### src/rtl/alu_taylor_calc.sv
`default_nettype none
//==============================================================================
// Module      : alu_taylor_calc
// Description : Sequential Taylor-series evaluator. Walks the coefficient ROM
//               (a0 plus per-index derivative coefficients) and accumulates
//               the series for one signed Q1.16 argument using a single
//               shared 18x18 signed multiplier, two multiply cycles per term.
//               Optional build macro: ALU_TAYLOR_SAT_EN (saturating narrowing
//               and accumulation; wrap-around when undefined).
// Revision    : 1.0 - initial release
//==============================================================================
module alu_taylor_calc (
   input  logic        clk,
   input  logic        reset_n,
   input  logic        start,
   input  logic [2:0]  function_sel,
   input  logic [17:0] x,
   output logic [2:0]  coef_func_sel,
   output logic [3:0]  coef_idx,
   input  logic [17:0] coef_deriv,
   input  logic [17:0] coef_a0,
   output logic        busy,
   output logic        done,
   output logic [17:0] result
);

   typedef enum logic [2:0] {
      ST_IDLE  = 3'd0,
      ST_LOAD  = 3'd1,
      ST_MUL_X = 3'd2,
      ST_MUL_C = 3'd3,
      ST_DONE  = 3'd4
   } state_t;

   state_t state;
   state_t state_nxt;

   // Captured operands and series working registers
   logic signed [17:0] x_reg;
   logic        [2:0]  func_reg;
   logic        [3:0]  idx;
   logic signed [17:0] term;
   logic signed [17:0] p_reg;
   logic signed [17:0] acc;
   logic        [17:0] result_reg;

   // Shared multiplier path
   logic signed [17:0] mul_a;
   logic signed [17:0] mul_b;
   logic signed [35:0] mul_prod;
   logic signed [35:0] mul_shift;
   logic signed [17:0] mul_narrow;
   logic signed [17:0] acc_sum;

   logic coef_zero;
   logic last_idx;

   assign coef_zero     = (coef_deriv == 18'd0);
   assign last_idx      = (idx == 4'd15);
   assign coef_func_sel = func_reg;
   assign coef_idx      = idx;
   assign result        = result_reg;

   // Operand select: term*x in MUL_X, p*coef in every other state
   always_comb begin
      mul_a = p_reg;
      mul_b = $signed(coef_deriv);
      if (state == ST_MUL_X) begin
         mul_a = term;
         mul_b = x_reg;
      end
   end

   // Full-precision signed product; the shift restores the operand's Q format
   assign mul_prod  = 36'(mul_a) * 36'(mul_b);
   assign mul_shift = (state == ST_MUL_X) ? (mul_prod >>> 16) : (mul_prod >>> 15);

`ifdef ALU_TAYLOR_SAT_EN
   logic signed [18:0] acc_wide;

   // Clamp the shifted product and the accumulator sum into 18 bits
   always_comb begin
      if (mul_shift[35:17] == {19{mul_shift[35]}}) begin
         mul_narrow = mul_shift[17:0];
      end else if (mul_shift[35]) begin
         mul_narrow = 18'sh20000;
      end else begin
         mul_narrow = 18'sh1FFFF;
      end

      acc_wide = {acc[17], acc} + {mul_narrow[17], mul_narrow};
      if (acc_wide[18] == acc_wide[17]) begin
         acc_sum = acc_wide[17:0];
      end else if (acc_wide[18]) begin
         acc_sum = 18'sh20000;
      end else begin
         acc_sum = 18'sh1FFFF;
      end
   end
`else
   logic unused_mul_hi;

   // Two's-complement wrap: keep the low 18 bits of product and sum
   assign mul_narrow    = mul_shift[17:0];
   assign acc_sum       = acc + mul_narrow;
   assign unused_mul_hi = ^mul_shift[35:18];
`endif

   // State register
   always_ff @(posedge clk or negedge reset_n) begin
      if (!reset_n) begin
         state <= ST_IDLE;
      end else begin
         state <= state_nxt;
      end
   end

   // Next-state decode and status outputs
   always_comb begin
      state_nxt = state;
      busy      = (state != ST_IDLE);
      done      = 1'b0;
      case (state)
         ST_IDLE: begin
            if (start) begin
               state_nxt = ST_LOAD;
            end
         end
         ST_LOAD: begin
            state_nxt = ST_MUL_X;
         end
         ST_MUL_X: begin
            // A zero coefficient marks the end of the series
            state_nxt = coef_zero ? ST_DONE : ST_MUL_C;
         end
         ST_MUL_C: begin
            state_nxt = last_idx ? ST_DONE : ST_MUL_X;
         end
         ST_DONE: begin
            done      = 1'b1;
            state_nxt = ST_IDLE;
         end
         default: begin
            state_nxt = ST_IDLE;
         end
      endcase
   end

   // Datapath: capture, series step and result update
   always_ff @(posedge clk or negedge reset_n) begin
      if (!reset_n) begin
         x_reg      <= '0;
         func_reg   <= '0;
         idx        <= '0;
         term       <= '0;
         p_reg      <= '0;
         acc        <= '0;
         result_reg <= '0;
      end else begin
         case (state)
            ST_IDLE: begin
               if (start) begin
                  x_reg    <= x;
                  func_reg <= function_sel;
                  idx      <= 4'd0;
               end
            end
            ST_LOAD: begin
               term <= coef_a0;
               acc  <= coef_a0;
            end
            ST_MUL_X: begin
               // Result is loaded on the way into DONE so it is valid with done
               if (coef_zero) begin
                  result_reg <= acc;
               end else begin
                  p_reg <= mul_narrow;
               end
            end
            ST_MUL_C: begin
               term <= mul_narrow;
               acc  <= acc_sum;
               if (last_idx) begin
                  result_reg <= acc_sum;
               end else begin
                  idx <= idx + 4'd1;
               end
            end
            default: begin
            end
         endcase
      end
   end

endmodule
`default_nettype wire

### config.mk
export PLATFORM = sky130hd
export DESIGN_NAME = alu_taylor_calc
export DESIGN_NICKNAME = d
export VERILOG_FILES = /design/src/rtl/alu_taylor_calc.sv
export SDC_FILE = /design/constraint.sdc
export NUM_CORES = 1
export LEC_CHECK = 0
export CAP_MARGIN = 20
export CORE_ASPECT_RATIO = 1.75
export CORE_MARGIN = 2
export CORE_UTILIZATION = 45
export DETAILED_ROUTE_END_ITERATION = 6
export PLACE_DENSITY_LB_ADDON = 0.3
export SYNTH_ARGS = -nofsm -noshare
export SYNTH_HDL_FRONTEND = slang
export SYNTH_SLANG_ARGS = --single-unit
### constraint.sdc
create_clock -name clk -period 27 [get_ports clk]
set_clock_uncertainty 0.05 [all_clocks]
set_input_delay 2.7 -clock clk [delete_from_list [all_inputs] [get_ports clk]]
set_output_delay 2.7 -clock clk [all_outputs]
set_load 0.02 [all_outputs]
---- Yosys cells after proc, flatten, opt, wreduce, memory -nomap -nowiden ----
Index checks and enable logic that the tools add are counted.
word-level totals
  register bits after elaboration ......... 100
  input bits .............................. 60
  output and inout port bits .............. 27
  word-level logic and storage cells ...... 47
cells by class
  $add $sub $neg .......................... 2
  $mul .................................... 1
  equality and inequality tests ........... 9
  mux-type cells .......................... 16
  bitwise gates (word level) .............. 1
  reductions and logical operators ........ 10
operators with widths
  kind                                            number
  one-hot mux 18 bit (2 select lines)             3
  2-to-1 mux 18 bit                               5
  multiplier 18 x 18 -> 34 bit                    1
  adder 18 bit                                    1
  logical NOT 18 bit                              1
  one-hot mux 3 bit (4 select lines)              1
  2-to-1 mux 3 bit                                3
  2-to-1 mux 4 bit                                2
  inequality test 2 bit (second input constant)   4
  one-hot mux 4 bit (2 select lines)              1
  == test 3 x 2 -> 1 bit (second input constant)  2
  AND reduction 3 bit                             2
  nonzero test 2 bit                              3
  adder 4 x 1 -> 4 bit (second input constant)    1
  == test 4 bit (second input constant)           1
  AND reduction 2 bit                             2
  == test 3 x 1 -> 1 bit (second input constant)  1
  == test 3 bit (second input constant)           1
  logical NOT 3 bit                               1
  nonzero test 3 bit                              1
  2-to-1 mux 1 bit                                1
  NOT 1 bit                                       1

---- Longest topological paths before layout ----
  word-level depth ........................ 7
  depth in mapped cells ................... 43
  mapped depth without buffers ............ 39

---- Least setup slack after synthesis ----
No wires, ideal clock.
  path type ............................... input-to-reg
  start point ............................. in coef_deriv[2]
  end point ............................... reg result_reg[17] (netlist: result[17])
  library setup time ...................... 0.140 ns
  arrival ................................. 10.653 ns
  required time ........................... 26.810 ns
  setup slack ............................. 16.157 ns
  stages .................................. 34
  cells stage by stage .................... mux2i_1 > clkbuf_1 > nor2_1 > fa_1 > fa_1 > fa_1 > inv_1 > fa_1 > inv_1 > fa_1 > inv_1 > fa_1 > inv_1 > ha_1 > and2_1 > or2_2 > a21oi_1 > o211ai_1 > or3_1 > a21oi_1 > mux2_2 > nand2_1 > o311ai_0 > ha_1 > nand3_1 > inv_1 > a31oi_1 > a21boi_0 > nand4_1 > a31oi_1 > nor2_1 > and3_1 > a2111oi_2 > o211ai_1
between the ends
  word-level cells in the longest chain between the ends .. 6
ends and longest elaborated chain
  what                                 line  text
  start, declared                      20    input logic [17:0] coef_deriv,
  2-to-1 mux 18 bit                    68    if (state == ST_MUL_X) begin
  multiplier 18 x 18 -> 34 bit         75    assign mul_prod = 36'(mul_a) * 36'(mul_b);
  2-to-1 mux 18 bit                    76    assign mul_shift = (state == ST_MUL_X) ? (mul_prod >>> 16) : (mul_prod >>> 15);
  net mul_shift[9]                     51    logic signed [35:0] mul_shift;
  adder 18 bit                         105   assign acc_sum = acc + mul_narrow;
  2-to-1 mux 18 bit                    183   if (last_idx) begin
  one-hot mux 18 bit (2 select lines)  160   case (state)
  end signal, assigned                 184   result_reg <= acc_sum;
  end, declared                        45    logic [17:0] result_reg;
The timed path passes the listed nets, and every way through them passes these cells. The select of a mux whose other input is x is not followed.
A chain may end at the register's enable or synchronous reset.

---- Final worst setup path ----
  start point ............................. in coef_deriv[3]
  end point ............................... reg result_reg[17] (netlist: result[17])
The elaborated chain is that of the path after synthesis.

==> results_dict.tcl <==
set metrics [dict create \
    fmax_ghz 0.0787 \
    antenna_found_initial 0 \
    cts_root_buf "clkbuf_16" \
    drt_iter0_drc 638 \
    synth_seq_area_share_pct 14.7 \
    groute.usage.overall_pct 28.2 \
    cts_tree "yes" \
    ys.flop_type "dfrtp_1" \
    synth.distinct_cells 57 \
    rows 94 \
    ant_nets 0 \
    pin_count 87 \
    layout_min_cycle_time_ns 12.70 \
    synth-edff-count 0 \
    hold_path_class "reg -> reg" \
    postRouteWirelength_um 52200 \
    avgViaCountPerCell 5.51 \
    synth_top_area_share_pct 37.1 \
    synth_top_cell_by_area "fa_1" \
    synth_common_cells "349 x inv_1, 328 x nand2_1, 315 x fa_1" \
    synth_fp_nets 2424 \
    nFillCells 3615 \
    cts_hold_buffers 0 \
    syn_area_sq_um 17000 \
    drv_slew 0 \
    cts_resized 0 \
    crit_slowest_cell "o21ai_0" \
    htreeDepth 3 \
    drive_gt1_share_pct 6.32 \
    relSlewSlack_pct 25.6 \
    yosys.cell_count.top_type "inv_1" \
    grt_setup_unrepaired "no" \
    grt_pass1_vias 15300 \
    grt_max_degree 73 \
    start_util_pct 45.5 \
    core-area_sq_um 37400 \
    netlist_instances 1946 \
    cts_made_buffers 9 \
    cts.clk_slew.worst_paths_ns 0.08 \
    final_cells 2504 \
    finalSetupTns_ns 0 \
    dp.cells 2487 \
    clock_path_buffers 2 \
    synthTopCellsByArea "fa_1 37%, dfrtp_1 15%, inv_1 7.7%" \
    start_kind "input port" \
    cp.arrival_ns 12.89 \
    post_cts_buffers 0 \
    wl_per_cell_um 20.8 \
    endpoint_kind "register" \
    n_antenna_cell 0 \
    post_dp_cell_area_sq_um 18600 \
    vias 13800 \
    hpwl_um 43700 \
    first_pass_iters 7 \
    die_h_um 261 \
    die_w_um 151 \
    area_growth_pct 10.8 \
    synth-seq-cells 100 \
    die-area_sq_um 39400 \
    status "finished, final reports clean" \
    insertion_delay_ns 0.37 \
    yosys_warnings 0 \
    overflow 0 \
    syn_area_per_cell_sq_um 8.74 \
    grt_pass1_wl_um 83500 \
    fin_nets 2497 \
    max_cap_viol_count 0 \
    criticalPathCategory "in -> reg" \
    place.gp.congestion 0.948 \
    required_ns 27.19 \
    setup_viol 0 \
    hold_violations 0 \
    fin_area_sq_um 18800 \
    slowest_delay_ns 0.83 \
    cp_max_fo 9 \
    tightest_slew_ns 1.09 \
    finalCritPeriodShare_pct 47.1 \
    io_buffers 86 \
    async_reset_ff_share_pct 100 \
    drc 0 \
    cts.sinks 100 \
]
cell type report:
type                    count  area, sq um  share of cell area (%)
multi-input cells        1428        13000                    68.8
flip-flops and latches    100         2500                    13.3
inverters                 350         1310                    6.97
repair buffers            130         1190                    6.31
well taps                 480          601                    3.19
clock buffers               9          225                    1.20
clock inverters             7         55.1                   0.292
kinds of logic (layout without fill, tap and decap cells):
family          count (synthesis)  in the layout  share of synthesized area (%)
simple gates                  680            680                           16.6
flops                         100            100                           14.7
compound gates                212            212                           7.83
mux                            79             79                           4.91
fa+ha+maj                     418            418                           44.6
buf+inv                       418            496                           9.27
xor+xnor                       39             39                           2.01
per-layer routing:
| layer | up-vias | wire length [um] | global-route usage (%) |
|---|---|---|---|
| li1 | 6152 | - | - |
| met1 | 6916 | 17700 | 29.9 |
| met2 | 521 | 28200 | 52.4 |
| met3 | 209 | 2240 | 3.03 |
| met4 | 0 | 4120 | 18.4 |
| met5 | - | 0 | 0 |
cells in the final DEF (no fill, tap or decap), types with 45 or more instances in the layout:
cell type and count:
inv_1 349, nand2_1 327, fa_1 315, nor2_1 241, ha_1 103, dfrtp_1 99
clkdlybuf4s50_1 85, o21ai_0 63, a21oi_1 58, buf_4 45
metrics by stage:
step / hold WS (ns) / worst slack [ns] / util (%)
floorplan: 0.410 / 16.16 / -
global placement: 0.431 / 14.16 / 49.6
detailed placement: 0.443 / 14.01 / 49.6
CTS: 0.460 / 14.39 / 50.4
global route: 0.484 / 13.58 / 50.4
finish: 0.454 / 14.30 / 50.4
worst max-delay path, delay by kind of cell:
family	cells	cell delay, ns
buf+inv	4	0.73
fa+ha+maj	8	3.59
compound gates	13	4.35
simple gates	9	1.49
final timing paths:
| check | startpoint | endpoint | slack (ns) | depth (start not counted) |
|---|---|---|---|---|
| setup / recovery | coef_deriv[3] | result[17] | 14.30 | 34 |
| hold / removal | term[8] | term[8] | 0.45 | 2 |
| setup reg to reg | state[1] | result[17] | 15.00 | 34 |
| hold reg to reg | term[8] | term[8] | 0.45 | 2 |
| max in group asynchronous | reset_n | term[5] | 23.41 | 2 |
| min in group asynchronous | reset_n | term[15] | 2.21 | 1 |
Power is left out: the tool's default activity adds up to more than one toggle a clock period on the data nets, which glitch-free logic cannot reach.
